**config.mk**
```make
export PLATFORM = sky130hd
export DESIGN_NAME = sram_multiport_ctrl
export DESIGN_NICKNAME = d
export VERILOG_FILES = /design/src/rtl/sram_pkg.sv /design/src/rtl/rr_arbiter.sv /design/src/rtl/sram_multiport_ctrl.sv
export SDC_FILE = /design/constraint.sdc
export NUM_CORES = 1
export LEC_CHECK = 0
export ABC_CLOCK_PERIOD_IN_PS = 2910
export BUFFER_PORTS_ARGS = -buffer_cell sky130_fd_sc_hd__buf_4
export CAP_MARGIN = 40
export CORE_ASPECT_RATIO = 0.5
export CORE_MARGIN = 3
export CORE_UTILIZATION = 40
export CTS_CLUSTER_DIAMETER = 150
export DETAILED_ROUTE_END_ITERATION = 6
export PLACE_DENSITY = 0.8
export SLEW_MARGIN = 25
export SYNTH_ARGS = -nofsm -noshare
export SYNTH_HDL_FRONTEND = slang
export SYNTH_SLANG_ARGS = --single-unit
```
**constraint.sdc**
```tcl
create_clock -name clk -period 2.91 [get_ports clk]
set_clock_uncertainty 0.2 [all_clocks]
set_input_delay 0.1455 -clock clk [delete_from_list [all_inputs] [get_ports clk]]
set_output_delay 0.1455 -clock clk [all_outputs]
set_load 0.01 [all_outputs]
```
**src/rtl/sram_pkg.sv**
```systemverilog
// Shared definitions for the multi-port asynchronous SRAM controller:
// FSM state codes, wait-counter width and width helpers.
package sram_pkg;

  localparam logic [2:0] IDLE     = 3'd0;
  localparam logic [2:0] RD       = 3'd1;
  localparam logic [2:0] WR_SETUP = 3'd2;
  localparam logic [2:0] WR       = 3'd3;
  localparam logic [2:0] ACK      = 3'd4;

  localparam int WAIT_W = 4;

  function automatic int be_w(input int data_w);
    return data_w / 8;
  endfunction

  // A single-port build still needs a 1-bit grant index.
  function automatic int idx_w(input int n);
    return (n > 1) ? $clog2(n) : 1;
  endfunction

endpackage

```
**src/rtl/rr_arbiter.sv**
```systemverilog
// Combinational round-robin pick: first requester above 'last', wrapping
// to the lowest index. The last-grant register lives in the parent.
module rr_arbiter
  import sram_pkg::*;
#(
  parameter  int N  = 2,
  localparam int IW = idx_w(N)
) (
  input  logic [N-1:0]  req,
  input  logic [IW-1:0] last,
  output logic [N-1:0]  gnt,
  output logic [IW-1:0] gnt_idx,
  output logic          vld
);

  always_comb begin
    gnt     = '0;
    gnt_idx = '0;
    vld     = 1'b0;
    for (int i = 0; i < N; i++) begin
      if (!vld && req[i] && (i > int'(last))) begin
        vld        = 1'b1;
        gnt[i]     = 1'b1;
        gnt_idx    = IW'(i);
      end
    end
    // Nothing above the last grant: wrap around to the bottom.
    for (int i = 0; i < N; i++) begin
      if (!vld && req[i]) begin
        vld        = 1'b1;
        gnt[i]     = 1'b1;
        gnt_idx    = IW'(i);
      end
    end
  end

endmodule

```
**src/rtl/sram_multiport_ctrl.sv**
```systemverilog
// N-port round-robin controller for one asynchronous SRAM bank with
// programmable read/write wait states; every output comes from a flop.
module sram_multiport_ctrl
  import sram_pkg::*;
#(
  parameter  int N_MASTERS = 2,
  parameter  int ADDR_W    = 20,
  parameter  int DATA_W    = 32,
  parameter  int RD_WAIT   = 1,
  parameter  int WR_WAIT   = 1,
  localparam int BE_W      = be_w(DATA_W)
) (
  input  logic                        clk,
  input  logic                        rst,
  input  logic [N_MASTERS-1:0]        m_req,
  input  logic [N_MASTERS-1:0]        m_wr,
  input  logic [N_MASTERS*ADDR_W-1:0] m_addr,
  input  logic [N_MASTERS*BE_W-1:0]   m_be_n,
  input  logic [N_MASTERS*DATA_W-1:0] m_wdata,
  output logic [N_MASTERS-1:0]        m_ack,
  output logic [DATA_W-1:0]           m_rdata,
  output logic [ADDR_W-1:0]           ram_addr,
  output logic [BE_W-1:0]             ram_be_n,
  output logic                        ram_ce_n,
  output logic                        ram_oe_n,
  output logic                        ram_we_n,
  output logic [DATA_W-1:0]           ram_data_out,
  output logic                        ram_data_oe,
  input  logic [DATA_W-1:0]           ram_data_in
);

  localparam int IW = idx_w(N_MASTERS);

  logic [2:0]           state_q, state_d;
  logic [WAIT_W-1:0]    wait_q, wait_d;
  logic [IW-1:0]        rr_last_q, rr_last_d;
  logic [N_MASTERS-1:0] gnt_q, gnt_d;
  logic                 wr_q, wr_d;
  logic [N_MASTERS-1:0] ack_q, ack_d;
  logic [DATA_W-1:0]    rdata_q, rdata_d;
  logic [ADDR_W-1:0]    addr_q, addr_d;
  logic [BE_W-1:0]      be_n_q, be_n_d;
  logic [DATA_W-1:0]    dout_q, dout_d;
  logic                 ce_n_q, ce_n_d;
  logic                 oe_n_q, oe_n_d;
  logic                 we_n_q, we_n_d;
  logic                 doe_q, doe_d;

  logic [N_MASTERS-1:0] arb_gnt;
  logic [IW-1:0]        arb_idx;
  logic                 arb_vld;

  logic                 sel_wr;
  logic [ADDR_W-1:0]    sel_addr;
  logic [BE_W-1:0]      sel_be_n;
  logic [DATA_W-1:0]    sel_wdata;

  rr_arbiter #(.N(N_MASTERS)) u_arb (
    .req     (m_req),
    .last    (rr_last_q),
    .gnt     (arb_gnt),
    .gnt_idx (arb_idx),
    .vld     (arb_vld)
  );

  always_comb begin
    sel_wr    = 1'b0;
    sel_addr  = '0;
    sel_be_n  = '1;
    sel_wdata = '0;
    for (int i = 0; i < N_MASTERS; i++) begin
      if (arb_gnt[i]) begin
        sel_wr    = m_wr[i];
        sel_addr  = m_addr[i*ADDR_W +: ADDR_W];
        sel_be_n  = m_be_n[i*BE_W +: BE_W];
        sel_wdata = m_wdata[i*DATA_W +: DATA_W];
      end
    end
  end

  always_comb begin
    state_d   = state_q;
    wait_d    = wait_q;
    rr_last_d = rr_last_q;
    gnt_d     = gnt_q;
    wr_d      = wr_q;
    rdata_d   = rdata_q;
    addr_d    = addr_q;
    be_n_d    = be_n_q;
    dout_d    = dout_q;

    case (state_q)
      IDLE: begin
        if (arb_vld) begin
          rr_last_d = arb_idx;
          gnt_d     = arb_gnt;
          wr_d      = sel_wr;
          addr_d    = sel_addr;
          be_n_d    = sel_be_n;
          dout_d    = sel_wdata;
          wait_d    = WAIT_W'(RD_WAIT);
          state_d   = sel_wr ? WR_SETUP : RD;
        end
      end
      RD: begin
        if (wait_q == '0) begin
          rdata_d = ram_data_in;
          state_d = ACK;
        end else begin
          wait_d = wait_q - WAIT_W'(1);
        end
      end
      WR_SETUP: begin
        wait_d  = WAIT_W'(WR_WAIT);
        state_d = WR;
      end
      WR: begin
        if (wait_q == '0) state_d = ACK;
        else              wait_d  = wait_q - WAIT_W'(1);
      end
      ACK:     state_d = IDLE;
      default: state_d = IDLE;
    endcase

    // Strobes are decoded from the next state so they flop in with it.
    ce_n_d = !((state_d == RD) || (state_d == WR_SETUP) || (state_d == WR));
    oe_n_d = (state_d != RD);
    we_n_d = (state_d != WR);
    doe_d  = (state_d == WR_SETUP) || (state_d == WR) || ((state_d == ACK) && wr_d);
    ack_d  = (state_d == ACK) ? gnt_d : '0;
  end

  always_ff @(posedge clk or posedge rst) begin
    if (rst) begin
      state_q   <= IDLE;
      wait_q    <= '0;
      rr_last_q <= IW'(N_MASTERS - 1);
      gnt_q     <= '0;
      wr_q      <= 1'b0;
      ack_q     <= '0;
      rdata_q   <= '0;
      addr_q    <= '0;
      be_n_q    <= '1;
      dout_q    <= '0;
      ce_n_q    <= 1'b1;
      oe_n_q    <= 1'b1;
      we_n_q    <= 1'b1;
      doe_q     <= 1'b0;
    end else begin
      state_q   <= state_d;
      wait_q    <= wait_d;
      rr_last_q <= rr_last_d;
      gnt_q     <= gnt_d;
      wr_q      <= wr_d;
      ack_q     <= ack_d;
      rdata_q   <= rdata_d;
      addr_q    <= addr_d;
      be_n_q    <= be_n_d;
      dout_q    <= dout_d;
      ce_n_q    <= ce_n_d;
      oe_n_q    <= oe_n_d;
      we_n_q    <= we_n_d;
      doe_q     <= doe_d;
    end
  end

  assign m_ack        = ack_q;
  assign m_rdata      = rdata_q;
  assign ram_addr     = addr_q;
  assign ram_be_n     = be_n_q;
  assign ram_ce_n     = ce_n_q;
  assign ram_oe_n     = oe_n_q;
  assign ram_we_n     = we_n_q;
  assign ram_data_out = dout_q;
  assign ram_data_oe  = doe_q;

endmodule

```
==> results.tsv, run 1 <==
metric	value	unit
status	completed	
via/cell ratio	5.29	
Fillers	515	
total gr overflow	0	
worst-skew pair later-pin latency	0.35	ns
Hold Crit Class	input port to register	
critical path class	register to register	
final antenna-violating net count	0	
width of the chip	152	um
share of cells above drive strength 1	43.5	%
Max clock buf depth	2	
Worst setup EP type	register	
count leader, synth	dfrtp_1	
Num Clock Sinks	105	
Residual DRC	0	
hold slack	0.0232	ns
Seq/Total Area, Yosys	61.8	%
setup tns final	0	ns
clk slew on worst S/H paths	0.07	ns
fin util	80.8	%
Worst VDD drop	0.000604	V
Pre-antenna DRT Iters	6	
cell taking the most area after synthesis	dfrtp_1	
top-area cell type share of the netlist area	56.9	%
leakage power total	4.01	nW
Iter 0 DRT Violations	403	
site row count	25	
CTS tree	built	
Tcrit/Tclk final	97.3	%
fin crit period	2.83	ns
cells after synthesis	336	
Top Ports	244	
synth unique cells	32	
H-Tree Depth	3	
Die ar.	0.0120	mm^2
syn avg cell area	12.7	um^2
Slew HR	57.8	%
Startpoint Class	register	
Worst-Margin Slew	0.627	ns
Initial Utilization	43.0	%
hpwl dp	9670	um
Yosys warnings	0	
Fmax	353	MHz
Vias	4577	
max_cap viols	0	
Worst EP required	2.95	ns
final number of setup-violating endpoints	0	
Power per Cell Area	1030	mW/mm^2
initial antenna violation count	2	
synth cell count leaders	97 x dfrtp_1, 56 x inv_1, 51 x a222oi_1	
vias in the first global route	4981	
final hold viol count	0	
Die H	79.0	um
Routed WL	17300	um
Async SR Flop Fraction	100	%
clock root cell	clkbuf_16	
EDFF count, synth	0	
Synthesized Nets	488	
All-Layer GR Usage	28.3	%
critical path peak fanout	13	
Synth Register Bits	105	
ys flop type	dfrtp_1	
top cells by area, synth	dfrtp_1 57%, a222oi_1 12%, mux2_2 8.4%	
WL/cell	20.0	um
port bufs	243	
max-slew violations	0	
P&R area growth vs syn	87.9	%
RSZ-0062 raised after global routing	no	
Routability Congestion	0.840	
Arr. time, crit path	2.87	ns
first-pass GRT wire length	26600	um
Core Area	0.00992	mm^2
largest net degree at the start of global routing	55	
CTS Buf Count	9	
final net count	875	
post-synthesis cell area	0.00427	mm^2
[critical path: stages (launching register included)]
cell and delay, ns:
dfrtp_1 0.45, or3_4 0.46, or2_4 0.32, buf_4 0.20
a222oi_1 0.42, dlygate4sd3_1 0.62, inv_1 0.05
[registers in the layout, indices dropped and copies added (netlist names)]
name,flops
rr_last_q,1
m_rdata,32
wr_q,1
ram_oe_n,1
gnt_q,2
ram_data_oe,1
ram_data_out,32
ram_addr,20
wait_q,4
state_q,3
ram_be_n,4
m_ack,2
ram_we_n,1
ram_ce_n,1
[cells in the final DEF (no fill, tap or decap), drive strengths merged, types with 2 or more instances in the layout]
master,netlist,final
inv,56,55
nor2,12,12
o21ai,9,9
nand2,8,8
buf,13,256
dlygate4sd3,0,141
nand2b,2,2
and2,2,2
diode,0,2
o31ai,3,3
o21a,5,5
dfrtp,97,97
ha,2,2
mux2,32,32
clkbuf,8,14
or2,2,2
dfstp,8,8
a21o,5,5
nor2b,2,2
a21oi,5,5
nand3,4,4
a222oi,51,51
[power by group]
| part | internal (W) | switching (W) |
|---|---|---|
| Clock | 0.000738 | 0.000533 |
| Sequential | 0.00223 | 0.000470 |
| Combinational | 0.00244 | 0.00188 |
| Total | 0.00541 | 0.00288 |
[layout make-up]
class / count / area [um^2] / area share [%]
Inverter: 56 / 214 / 2.67
Timing Repair Buffer: 397 / 3360 / 41.9
Clock inverter: 2 / 35.0 / 0.437
Tap cell: 135 / 169 / 2.11
Sequential cell: 105 / 2640 / 32.9
Multi-Input combinational cell: 154 / 1320 / 16.4
Antenna cell: 2 / 5.00 / 0.0624
Clock buffer: 14 / 274 / 3.42
[final timing paths]
| path | cells past startpoint | start | endpoint | slack (ns) |
|---|---|---|---|---|
| worst min-delay path | 4 | m_be_n[1] | ram_be_n[1] | 0.02 |
| min in group asynchronous | 3 | rst | ram_data_out[17] | 0.23 |
| max in group asynchronous | 4 | rst | ram_ce_n | 1.48 |
| worst max register to register | 6 | state_q[1] | ram_data_out[2] | 0.08 |
| worst min register to register | 1 | gnt_q[1] | gnt_q[1] | 0.27 |
| worst max-delay path | 6 | state_q[1] | ram_data_out[2] | 0.08 |
[routing by layer]
layer,global-route usage (%),part of all wire [%],vias up
met3,5.33,5.0,74
met4,16.7,5.2,0
met5,0,0,-
met1,30.2,35,2268
met2,53.1,55,227
li1,-,-,2008
[timing repair]
action / in CTS / in global routing
hold endpoints to repair: 109 / 0
setup buffers: 0 / 3
endpoints found under the setup margin: 0 / 38
hold buffers: 141 / 0
gates resized for setup: 0 / 3
[metrics by stage]
stage	cells	setup slack (ns)	power [W]	instance area (um^2)
after global placement	703	0.575	0.00592	6260
final	865	0.0791	0.00829	8020
after detailed placement	703	0.511	0.00604	6260
after global routing	865	0.0140	0.00873	8020
after CTS	860	0.0459	0.00803	7980
after floorplan	336	0.876	0.00445	4270
[cell families after synthesis]
group / Yosys count / share of synthesized area, %
AO/OA/AOI/OAI: 84 / 17.2
AND/OR/NAND/NOR: 36 / 4.31
buffers and inverters: 77 / 7.68
multiplexers: 32 / 8.45
flip-flops: 105 / 61.8
adder cells (fa/ha/maj): 2 / 0.586
(Power assumes the default switching activity.)
==> run 2, diff against run 1 <==
==> constraint.sdc (replaced) <==
create_clock -name clk -period 2.91 [get_ports clk]
set_clock_uncertainty 0.2 [all_clocks]
set_input_delay 0.4365 -clock clk [delete_from_list [all_inputs] [get_ports clk]]
set_output_delay 0.4365 -clock clk [all_outputs]
set_load 0.01 [all_outputs]
==> results.tsv, run 2 (same netlist as run 1, synthesis figures left out) <==
metric	value	unit
Power per Cell Area	1110	mW/mm^2
Critical Path, Cell by Cell	or3_4 -> or2_2 -> buf_4 -> a222oi_1 -> inv_1	
vias in the first global route	3845	
final net count	732	
max_cap viols	0	
clk slew on worst S/H paths	0.07	ns
Initial Utilization	43.0	%
# diodes	0	
site row count	25	
WL/cell	17.9	um
Die H	79.0	um
Hold Crit Class	input port to register	
critical path peak fanout	24	
status	finished, violations left	
first-pass GRT wire length	19900	um
Hold Path Stages	3	
CP top delay family	simple AND/OR/NAND/NOR gates	
RSZ-0062 raised after global routing	no	
Worst setup EP type	register	
share of cells above drive strength 1	53.8	%
Core Area	0.00992	mm^2
leakage power total	3.46	nW
worst-skew pair later-pin latency	0.34	ns
Top Ports	244	
Worst-Margin Slew	0.621	ns
Max clock buf depth	2	
critical path class	register to register	
Num Clock Sinks	105	
Worst EP required	2.93	ns
final instance area	0.00661	mm^2
CTS tree	built	
final antenna-violating net count	0	
post-place instance area	0.00627	mm^2
H-Tree Depth	3	
fin crit period	2.48	ns
Routability Congestion	0.786	
setup tns final	0	ns
hold slack	0.102	ns
final hold viol count	0	
total gr overflow	0	
Slew HR	58.5	%
width of the chip	152	um
hpwl dp	9750	um
met1 usage in global routing	25.0	%
Fillers	795	
Vias	3711	
CP bufs+invs	2	
Iter 0 DRT Violations	390	
r2r setup slk	0.43	ns
port bufs	243	
most frequent cells in the layout	250 x buf_4, 97 x dfrtp_1, 55 x inv_1	
All-Layer GR Usage	20.9	%
Arr. time, crit path	2.50	ns
post-CTS sizing	0	
busiest layer in global routing	met2	
clock root cell	clkbuf_16	
slowest stage delay, CP	0.48	ns
largest net degree at the start of global routing	45	
via/cell ratio	5.15	
worst reg-to-reg path cell count	5	
Routed WL	12900	um
initial antenna violation count	0	
Fmax	403	MHz
Critical-path top delay cell	or2_2	
CP Depth	5	
Startpoint Class	register	
met2 Track Usage GR	38.1	%
Worst VDD drop	0.000480	V
Residual DRC	6	
Die ar.	0.0120	mm^2
Tcrit/Tclk final	85.2	%
GR Layer Usage met3	4.79	%
failing checks	DRC	
Pre-antenna DRT Iters	7	
commonest non-fill, non-tap cell in the layout	buf_4	
max-slew violations	0	
final number of setup-violating endpoints	0	
P&R area growth vs syn	55.0	%
CTS Buf Count	9	
## run 2: cell types whose count changed in the layout (fill, tap and decap cells not counted), moves of 2 or more
cell and change:
clkbuf_1 -2, dlygate4sd3_1 -140, buf_4 -3, diode_2 -2
## run 2: worst paths after layout
check,from,endpoint
setup / recovery,state_q[2],ram_data_out[5]
hold / removal,m_wdata[59],ram_data_out[27]
setup reg to reg,state_q[2],ram_data_out[5]
hold reg to reg,gnt_q[1],gnt_q[1]
max in group asynchronous,rst,ram_we_n
min in group asynchronous,rst,m_rdata[21]
## run 2: per-layer routing
layer  vias up  wire length, um  share of wire (%)
met2       115             7070                 55
met1      1857             4990                 39
met4         0              230                1.8
met3        18              584                4.5
li1       1721                -                  -
met5         -                0                  0
## run 2: layout make-up
| class | count | area (um^2) | share of cell area, % |
|---|---|---|---|
| Tap cell | 135 | 169 | 2.55 |
| Timing Repair Buffer | 254 | 1950 | 29.4 |
| Clock inverter | 5 | 77.6 | 1.17 |
| Multi-Input combinational cell | 154 | 1320 | 19.9 |
| Inverter | 56 | 214 | 3.24 |
| Clock buffer | 11 | 253 | 3.82 |
| Sequential cell | 105 | 2640 | 39.9 |
## run 2: where the power goes
group / switching, W / internal (W)
Sequential: 0.000413 / 0.00223
Clock: 0.000519 / 0.000798
Combinational: 0.00157 / 0.00179
Total: 0.00250 / 0.00482
## run 2: tightest hold or removal path, cell delays in order
cell and delay, ns:
buf_4 0.08, a222oi_1 0.05, inv_1 0.05
## run 2: what timing repair did
item,CTS,global route
buffers inserted,0,0
hold buffers,1,0
hold endpoints to repair,22,0
## run 2: metrics by stage
stage	cells	util [%]	total power, W	worst slack, ns
after floorplan	336	-	0.00445	0.876
after global placement	703	63.3	0.00592	0.527
after detailed placement	703	63.3	0.00606	0.453
after CTS	720	66.7	0.00739	0.445
after global routing	720	66.7	0.00779	0.345
final	720	66.7	0.00731	0.430
